**config.mk**
```make
export PLATFORM = sky130hd
export DESIGN_NAME = acam_fifo_readout
export DESIGN_NICKNAME = d
export VERILOG_FILES = /design/src/rtl/acam_fifo_readout.sv
export SDC_FILE = /design/constraint.sdc
export NUM_CORES = 1
export LEC_CHECK = 0
export ABC_AREA = 1
export CORE_UTILIZATION = 38
export DETAILED_ROUTE_END_ITERATION = 8
export HOLD_SLACK_MARGIN = 0.12
export PLACE_DENSITY = 0.81
export SYNTH_ARGS = -nofsm -noshare
export SYNTH_HDL_FRONTEND = slang
export SYNTH_SLANG_ARGS = --single-unit
```
**constraint.sdc**
```tcl
create_clock -name clk_i -period 1.3 [get_ports clk_i]
set_clock_uncertainty 0.1 [all_clocks]
set_input_delay 0.325 -clock clk_i [delete_from_list [all_inputs] [get_ports clk_i]]
set_output_delay 0.325 -clock clk_i [all_outputs]
set_load 0.01 [all_outputs]
```
**src/rtl/acam_fifo_readout.sv**
```systemverilog
`timescale 1ns/1ps
// -----------------------------------------------------------------------------
// acam_fifo_readout
//   Reader side of the ACAM TDC-GPX FIFO interface on the FMC-TDC mezzanine.
//   It synchronises the two FIFO empty flags and runs one complete CS/OE/ADR/RD
//   bus read for each non-empty FIFO, taking turns when both have data. The
//   28-bit word it captures goes out on a valid/ready stream. Clock domain:
//   125 MHz TDC clock.
//
//   Optional feature: define ACAM_RD_STATS_EN to build the 32-bit read counter
//   on rd_count_o. With the macro undefined, rd_count_o is tied to 0.
//
// Ports
//   clk_i, rst_n_i        clock, asynchronous active-low reset
//   acq_en_i              acquisition enable; gates only the start of a read
//   ef1_i, ef2_i          ACAM FIFO empty flags (async, 1 = empty)
//   data_i[27:0]          ACAM data bus
//   adr_o[3:0]            ACAM address bus
//   cs_n_o, oe_n_o, rd_n_o ACAM bus strobes, active low, registered
//   tstamp_o[27:0]        captured word
//   tstamp_fifo_o         source FIFO of tstamp_o (0 = FIFO1, 1 = FIFO2)
//   tstamp_valid_o        stream valid
//   tstamp_ready_i        stream ready
//   busy_o                FSM not in IDLE
//   rd_count_o[31:0]      words read since reset (wraps)
// -----------------------------------------------------------------------------
module acam_fifo_readout #(
    parameter int unsigned RD_PULSE_CYCLES = 2,
    parameter int unsigned EF_HOLDOFF      = 4,
    parameter logic [3:0]  ADR_FIFO1       = 4'd8,
    parameter logic [3:0]  ADR_FIFO2       = 4'd9
) (
    input  logic        clk_i,
    input  logic        rst_n_i,
    input  logic        acq_en_i,
    input  logic        ef1_i,
    input  logic        ef2_i,
    input  logic [27:0] data_i,
    output logic [3:0]  adr_o,
    output logic        cs_n_o,
    output logic        oe_n_o,
    output logic        rd_n_o,
    output logic [27:0] tstamp_o,
    output logic        tstamp_fifo_o,
    output logic        tstamp_valid_o,
    input  logic        tstamp_ready_i,
    output logic        busy_o,
    output logic [31:0] rd_count_o
);

    typedef enum logic [2:0] {
        S_IDLE,
        S_SETUP,
        S_RD,
        S_OUTPUT,
        S_HOLDOFF
    } state_t;

    // One counter serves both the RD pulse width and the post-read holdoff.
    localparam int unsigned CNT_MAX = (RD_PULSE_CYCLES > EF_HOLDOFF) ? RD_PULSE_CYCLES : EF_HOLDOFF;
    localparam int unsigned CNT_W   = (CNT_MAX < 1) ? 1 : $clog2(CNT_MAX + 1);

    state_t             state_q, state_d;
    logic               ef1_meta_q, ef1_s_q;
    logic               ef2_meta_q, ef2_s_q;
    logic               sel_q, sel_d;     // FIFO being read
    logic               rr_q, rr_d;       // preferred FIFO when both have data
    logic [CNT_W-1:0]   cnt_q, cnt_d;
    logic [3:0]         adr_q, adr_d;
    logic               cs_n_q, cs_n_d;
    logic               oe_n_q, oe_n_d;
    logic               rd_n_q, rd_n_d;
    logic [27:0]        tstamp_q, tstamp_d;
    logic               fifo_q, fifo_d;
    logic               valid_q, valid_d;
    logic               word_done;
    logic               pick;
    logic [CNT_W-1:0]   cnt_sat_inc;
    logic               hold_done;

    // Two-flop synchronisers. The reset value is "empty", so nothing is read
    // until a real flag has gone through both stages.
    always_ff @(posedge clk_i or negedge rst_n_i) begin
        if (!rst_n_i) begin
            ef1_meta_q <= 1'b1;
            ef1_s_q    <= 1'b1;
            ef2_meta_q <= 1'b1;
            ef2_s_q    <= 1'b1;
        end else begin
            ef1_meta_q <= ef1_i;
            ef1_s_q    <= ef1_meta_q;
            ef2_meta_q <= ef2_i;
            ef2_s_q    <= ef2_meta_q;
        end
    end

    // Holdoff is counted from the rd_n release edge, so the cycles spent in
    // OUTPUT count toward it. If the consumer stalls long enough, HOLDOFF
    // lasts a single cycle.
    assign cnt_sat_inc = (cnt_q == CNT_W'(EF_HOLDOFF)) ? cnt_q : cnt_q + CNT_W'(1);
    assign hold_done   = (32'(cnt_q) + 32'd1) >= 32'(EF_HOLDOFF);

    always_comb begin
        state_d   = state_q;
        sel_d     = sel_q;
        rr_d      = rr_q;
        cnt_d     = cnt_q;
        adr_d     = adr_q;
        cs_n_d    = cs_n_q;
        oe_n_d    = oe_n_q;
        rd_n_d    = rd_n_q;
        tstamp_d  = tstamp_q;
        fifo_d    = fifo_q;
        valid_d   = valid_q;
        word_done = 1'b0;
        pick      = 1'b0;

        case (state_q)
            S_IDLE: begin
                if (acq_en_i && (!ef1_s_q || !ef2_s_q)) begin
                    // Both non-empty: take the preferred FIFO. Otherwise take
                    // the non-empty one (FIFO2 exactly when FIFO1 is empty).
                    pick    = (!ef1_s_q && !ef2_s_q) ? rr_q : ef1_s_q;
                    sel_d   = pick;
                    adr_d   = pick ? ADR_FIFO2 : ADR_FIFO1;
                    cs_n_d  = 1'b0;
                    oe_n_d  = 1'b0;
                    state_d = S_SETUP;
                end
            end
            S_SETUP: begin
                rd_n_d  = 1'b0;
                cnt_d   = '0;
                state_d = S_RD;
            end
            S_RD: begin
                if (cnt_q == CNT_W'(RD_PULSE_CYCLES - 1)) begin
                    // The edge that ends the last low cycle samples the bus
                    // and releases all strobes together.
                    rd_n_d    = 1'b1;
                    cs_n_d    = 1'b1;
                    oe_n_d    = 1'b1;
                    tstamp_d  = data_i;
                    fifo_d    = sel_q;
                    valid_d   = 1'b1;
                    cnt_d     = '0;
                    word_done = 1'b1;
                    state_d   = S_OUTPUT;
                end else begin
                    cnt_d = cnt_q + CNT_W'(1);
                end
            end
            S_OUTPUT: begin
                cnt_d = cnt_sat_inc;
                if (tstamp_ready_i) begin
                    valid_d = 1'b0;
                    rr_d    = ~sel_q;
                    state_d = S_HOLDOFF;
                end
            end
            S_HOLDOFF: begin
                cnt_d = cnt_sat_inc;
                if (hold_done) state_d = S_IDLE;
            end
            default: state_d = S_IDLE;
        endcase
    end

    always_ff @(posedge clk_i or negedge rst_n_i) begin
        if (!rst_n_i) begin
            state_q  <= S_IDLE;
            sel_q    <= 1'b0;
            rr_q     <= 1'b0;
            cnt_q    <= '0;
            adr_q    <= 4'd0;
            cs_n_q   <= 1'b1;
            oe_n_q   <= 1'b1;
            rd_n_q   <= 1'b1;
            tstamp_q <= '0;
            fifo_q   <= 1'b0;
            valid_q  <= 1'b0;
        end else begin
            state_q  <= state_d;
            sel_q    <= sel_d;
            rr_q     <= rr_d;
            cnt_q    <= cnt_d;
            adr_q    <= adr_d;
            cs_n_q   <= cs_n_d;
            oe_n_q   <= oe_n_d;
            rd_n_q   <= rd_n_d;
            tstamp_q <= tstamp_d;
            fifo_q   <= fifo_d;
            valid_q  <= valid_d;
        end
    end

`ifdef ACAM_RD_STATS_EN
    logic [31:0] rd_count_q, rd_count_d;

    assign rd_count_d = word_done ? rd_count_q + 32'd1 : rd_count_q;

    always_ff @(posedge clk_i or negedge rst_n_i) begin
        if (!rst_n_i) rd_count_q <= '0;
        else          rd_count_q <= rd_count_d;
    end

    assign rd_count_o = rd_count_q;
`else
    assign rd_count_o = '0;
`endif

    assign adr_o          = adr_q;
    assign cs_n_o         = cs_n_q;
    assign oe_n_o         = oe_n_q;
    assign rd_n_o         = rd_n_q;
    assign tstamp_o       = tstamp_q;
    assign tstamp_fifo_o  = fifo_q;
    assign tstamp_valid_o = valid_q;
    // HOLDOFF is a non-IDLE state, so busy_o covers it in both builds.
    assign busy_o         = (state_q != S_IDLE);

endmodule

```
==> run summary <==
- **flops & latches, synth** 45
- **synthesis warning total** 0
- **Longest Clk Path Bufs** 2
- **vertical die dimension** 80.2 um
- **proportion of layout cells with a drive suffix above 1** 44.3%
- **most area-consuming cells after synthesis** sky130_fd_sc_hd__dfrtp_1, sky130_fd_sc_hd__buf_4, sky130_fd_sc_hd__o21ai_2
- **largest incremental delay on the critical path** 0.42 ns
- **series of cell instances along the critical path** nor2_4 -> nand2_1 -> buf_2
- **data arrival time at the worst-slack endpoint** 1.03 ns
- **area of the mapped netlist** 2330 um2
- **cell type of the slowest stage on the worst timing path** sky130_fd_sc_hd__dfrtp_1
- **global-route wire length before repair** 7700 um
- **beginning of the critical path** state_q[2]$_DFFE_PN0P_
- **width of the die** 80.2 um
- **required time reported for the critical path endpoint** 0.88 ns
- **core outline area** 5920 um2
- **Worst R2R Setup Slack** -0.15 ns
- **period utilisation layout** 112%
- **number of global-route vias before repair** 1692
- **Post-Route WL** 4720 um
- **standby leakage power** 0.00170 uW
- **number of buffer cells added on primary ports** 69
- **top cell type by total area after synthesis** sky130_fd_sc_hd__dfrtp_1
- **number of violations reported at the end of detailed-routing iteration 0** 77
- **drc violations** 0
- **Max-cap violations** 0
- **fill count** 527
- **synthesized area divided by synthesized cell count** 9.30 um2
- **global-route congestion overflow total** 0
- **total via count in the routed design** 1768
- **final slew viol count** 0
- **area delta synth->final** 41.9%
- **Total Nets Final** 379
- **Worst Reg-to-Reg Cells** 8
- **type of origin of the critical path** flip-flop
- **1st-pass router iterations** 6
- **most common cell after layout, fill and taps aside** sky130_fd_sc_hd__dfrtp_1
- **worst supply voltage drop on vdd** 1010 uV
- **Min-Delay Startpoint** ef1_meta_q$_DFF_PN1_
- **per-cell via count in the routed design** 4.23
- **sequential area share after synthesis** 48.7%
- **share of the synthesized area in the top cell type** 42.0%
- **destination of the worst hold path** ef1_s_q$_DFF_PN1_
- **status** complete, but fails checks
- **Worst Hold Slack** 0.259 ns
- **critical path start-end classification** flip-flop to primary output
- **violated checks** negative setup slack
- **die area** 6440 um2
- **Min Clock Period, post-route** 1.46 ns
- **number of antenna violations at the first check in global routing** 0
- **cell depth of the worst min-delay path** 0
- **placer congestion estimate** 0.792
- **I/O pin count** 104
- **Storage cell area** 1130 um2
- **per-cell routed wire length** 11.3 um
- **clock insertion delay at the later pin of the skew report** 0.29 ns
- **count of H-tree levels built during CTS** 2
- **commonest cells after routing, fill and taps aside** sky130_fd_sc_hd__dfrtp_1, sky130_fd_sc_hd__nand2_1, sky130_fd_sc_hd__conb_1, sky130_fd_sc_hd__buf_2, sky130_fd_sc_hd__inv_1
- **clock transition at the registers of the reported paths** 0.08 ns
- **Fin Setup TNS** -4.24 ns
- **ratio of total power to cell area** 2150 nW/um2
- **slack of the critical path** -0.160 ns
- **half-perimeter wire length after placement** 3190 um
- **power after layout** 7090 uW
- **clock root cell** sky130_fd_sc_hd__clkbuf_8
- **nature of the critical path endpoint** primary output
- **RSZ-0062 raised after global routing** yes
- **diodes inserted** 0
- **number of clock sinks** 45
- **synthesized instance count** 250
- **end of the worst register-to-register path** tstamp_o[11]$_DFFE_PN0P_
- **final hold violations** 0
- **highest fanout seen on the critical path** 2
- **Unique masters post-synth** 23
- **Hold Crit Class** flip-flop to flip-flop
- **clock tree from TritonCTS** done
- **remaining antenna violation count** 0
- **row count** 28
- **Setup-failing EPs final** 41
- **Critical R2R Launch** state_q[2]$_DFFE_PN0P_
- **area of the multi-input gates** 1030 um2
- **largest net degree at the start of global routing** 46
- **starting density of the core** 39.3%
- **highest achievable clock rate** 0.685 GHz
- **GRT Total Usage** 15.2%
- **placement-stage worst setup slack** -0.179 ns
- **total CTS buffers** 5
-- flip-flops by register name, indices dropped and copies added (netlist names) --
signal / flops
state_q: 3
cnt_q: 3
tstamp_valid_o: 1
rd_n_o: 1
rr_q: 1
oe_n_o: 1
ef2_s_q: 1
ef1_s_q: 1
adr_o: 2
tstamp_fifo_o: 1
ef1_meta_q: 1
tstamp_o: 28
ef2_meta_q: 1
-- how the worst max path moves through the flow --
| stage | cells after the start | endpoint | slack, ns |
|---|---|---|---|
| floorplan | 7 | tstamp_fifo_o$_DFFE_PN0P_ | 0.002 |
| finish | 3 | busy_o | -0.16 |
| global placement | 3 | busy_o | -0.17 |
| CTS | 3 | busy_o | -0.16 |
| detailed placement | 1 | cs_n_o | -0.18 |
| global route | 8 | tstamp_o[14]$_DFFE_PN0P_ | -0.22 |
-- what timing repair did --
| item | in CTS | in global routing |
|---|---|---|
| setup endpoints to repair | 73 | 44 |
| hold buffers | 1 | 0 |
| resized for setup | 159 | 52 |
| hold endpoints to repair | 39 | 0 |
| setup buffers | 3 | 5 |
| pin swaps | 2 | 11 |
-- through the flow --
stage | cell area [um2] | utilization (%) | instances
6_report | 3300 | 55.7 | 418
5_1_grt | 3300 | 55.7 | 418
4_1_cts | 3080 | 51.9 | 413
3_5_place_dp | 3050 | 51.5 | 401
3_3_place_gp | 3050 | 51.5 | 401
2_1_floorplan | 2450 | - | 283
-- worst max-delay path, delay by kind of cell (launching register included) --
| family | cells | cell delay [ns] |
|---|---|---|
| flops | 1 | 0.42 |
| simple gates | 2 | 0.20 |
| buf+inv | 1 | 0.14 |
-- metal layers --
metal	routed length [um]	vias to the layer above	global-route usage, %
met5	0	-	0
met4	13	0	3.57
met3	231	2	3.52
met2	2400	68	26.6
met1	2070	822	18.8
li1	-	876	-
-- synth_stat cells --
cell                       number
sky130_fd_sc_hd__buf_4         36
sky130_fd_sc_hd__inv_4          1
sky130_fd_sc_hd__nand2_4        1
sky130_fd_sc_hd__ha_1           3
sky130_fd_sc_hd__o21ai_0        4
sky130_fd_sc_hd__o21bai_1       1
sky130_fd_sc_hd__conb_1         1
sky130_fd_sc_hd__nand4_1        1
sky130_fd_sc_hd__nor2_1         4
sky130_fd_sc_hd__nand3_4        1
sky130_fd_sc_hd__dfrtp_1       39
sky130_fd_sc_hd__o21a_1         1
sky130_fd_sc_hd__o21ai_2       29
sky130_fd_sc_hd__nand2_2        1
sky130_fd_sc_hd__inv_1         38
sky130_fd_sc_hd__nand2_1       63
sky130_fd_sc_hd__or2_2          1
sky130_fd_sc_hd__buf_6          6
sky130_fd_sc_hd__a31o_2         1
sky130_fd_sc_hd__a31oi_1        1
sky130_fd_sc_hd__nor2_4         1
sky130_fd_sc_hd__dfstp_2        6
sky130_fd_sc_hd__nand3_1       10
-- cell families after synthesis --
kind of cell,Yosys count,share of synthesized area [%]
DFF,45,48.7
adders and majority gates,3,1.61
other,1,0.161
AOI/OAI and AO/OA,37,13.1
buffers and inverters,81,20.9
and+or+nand+nor,83,15.5
-- report_power, final --
part           internal, uW  total (uW)  leakage [uW]  switching (uW)
registers              2030        2390      0.000536             360
logic                  1750        3670       0.00111            1910
clock network           571        1040     0.0000552             467
total                  4350        7090       0.00170            2740
-- area by class of cell --
cell class / count / area share, %
clock inverter: 2 / 1.06
multi-input combinational: 157 / 31.3
tap: 75 / 2.84
sequential: 45 / 34.3
timing repair buffer: 94 / 23.7
clock buffer: 6 / 2.20
inverter: 39 / 4.59
Power figures use the tool's default switching activity.
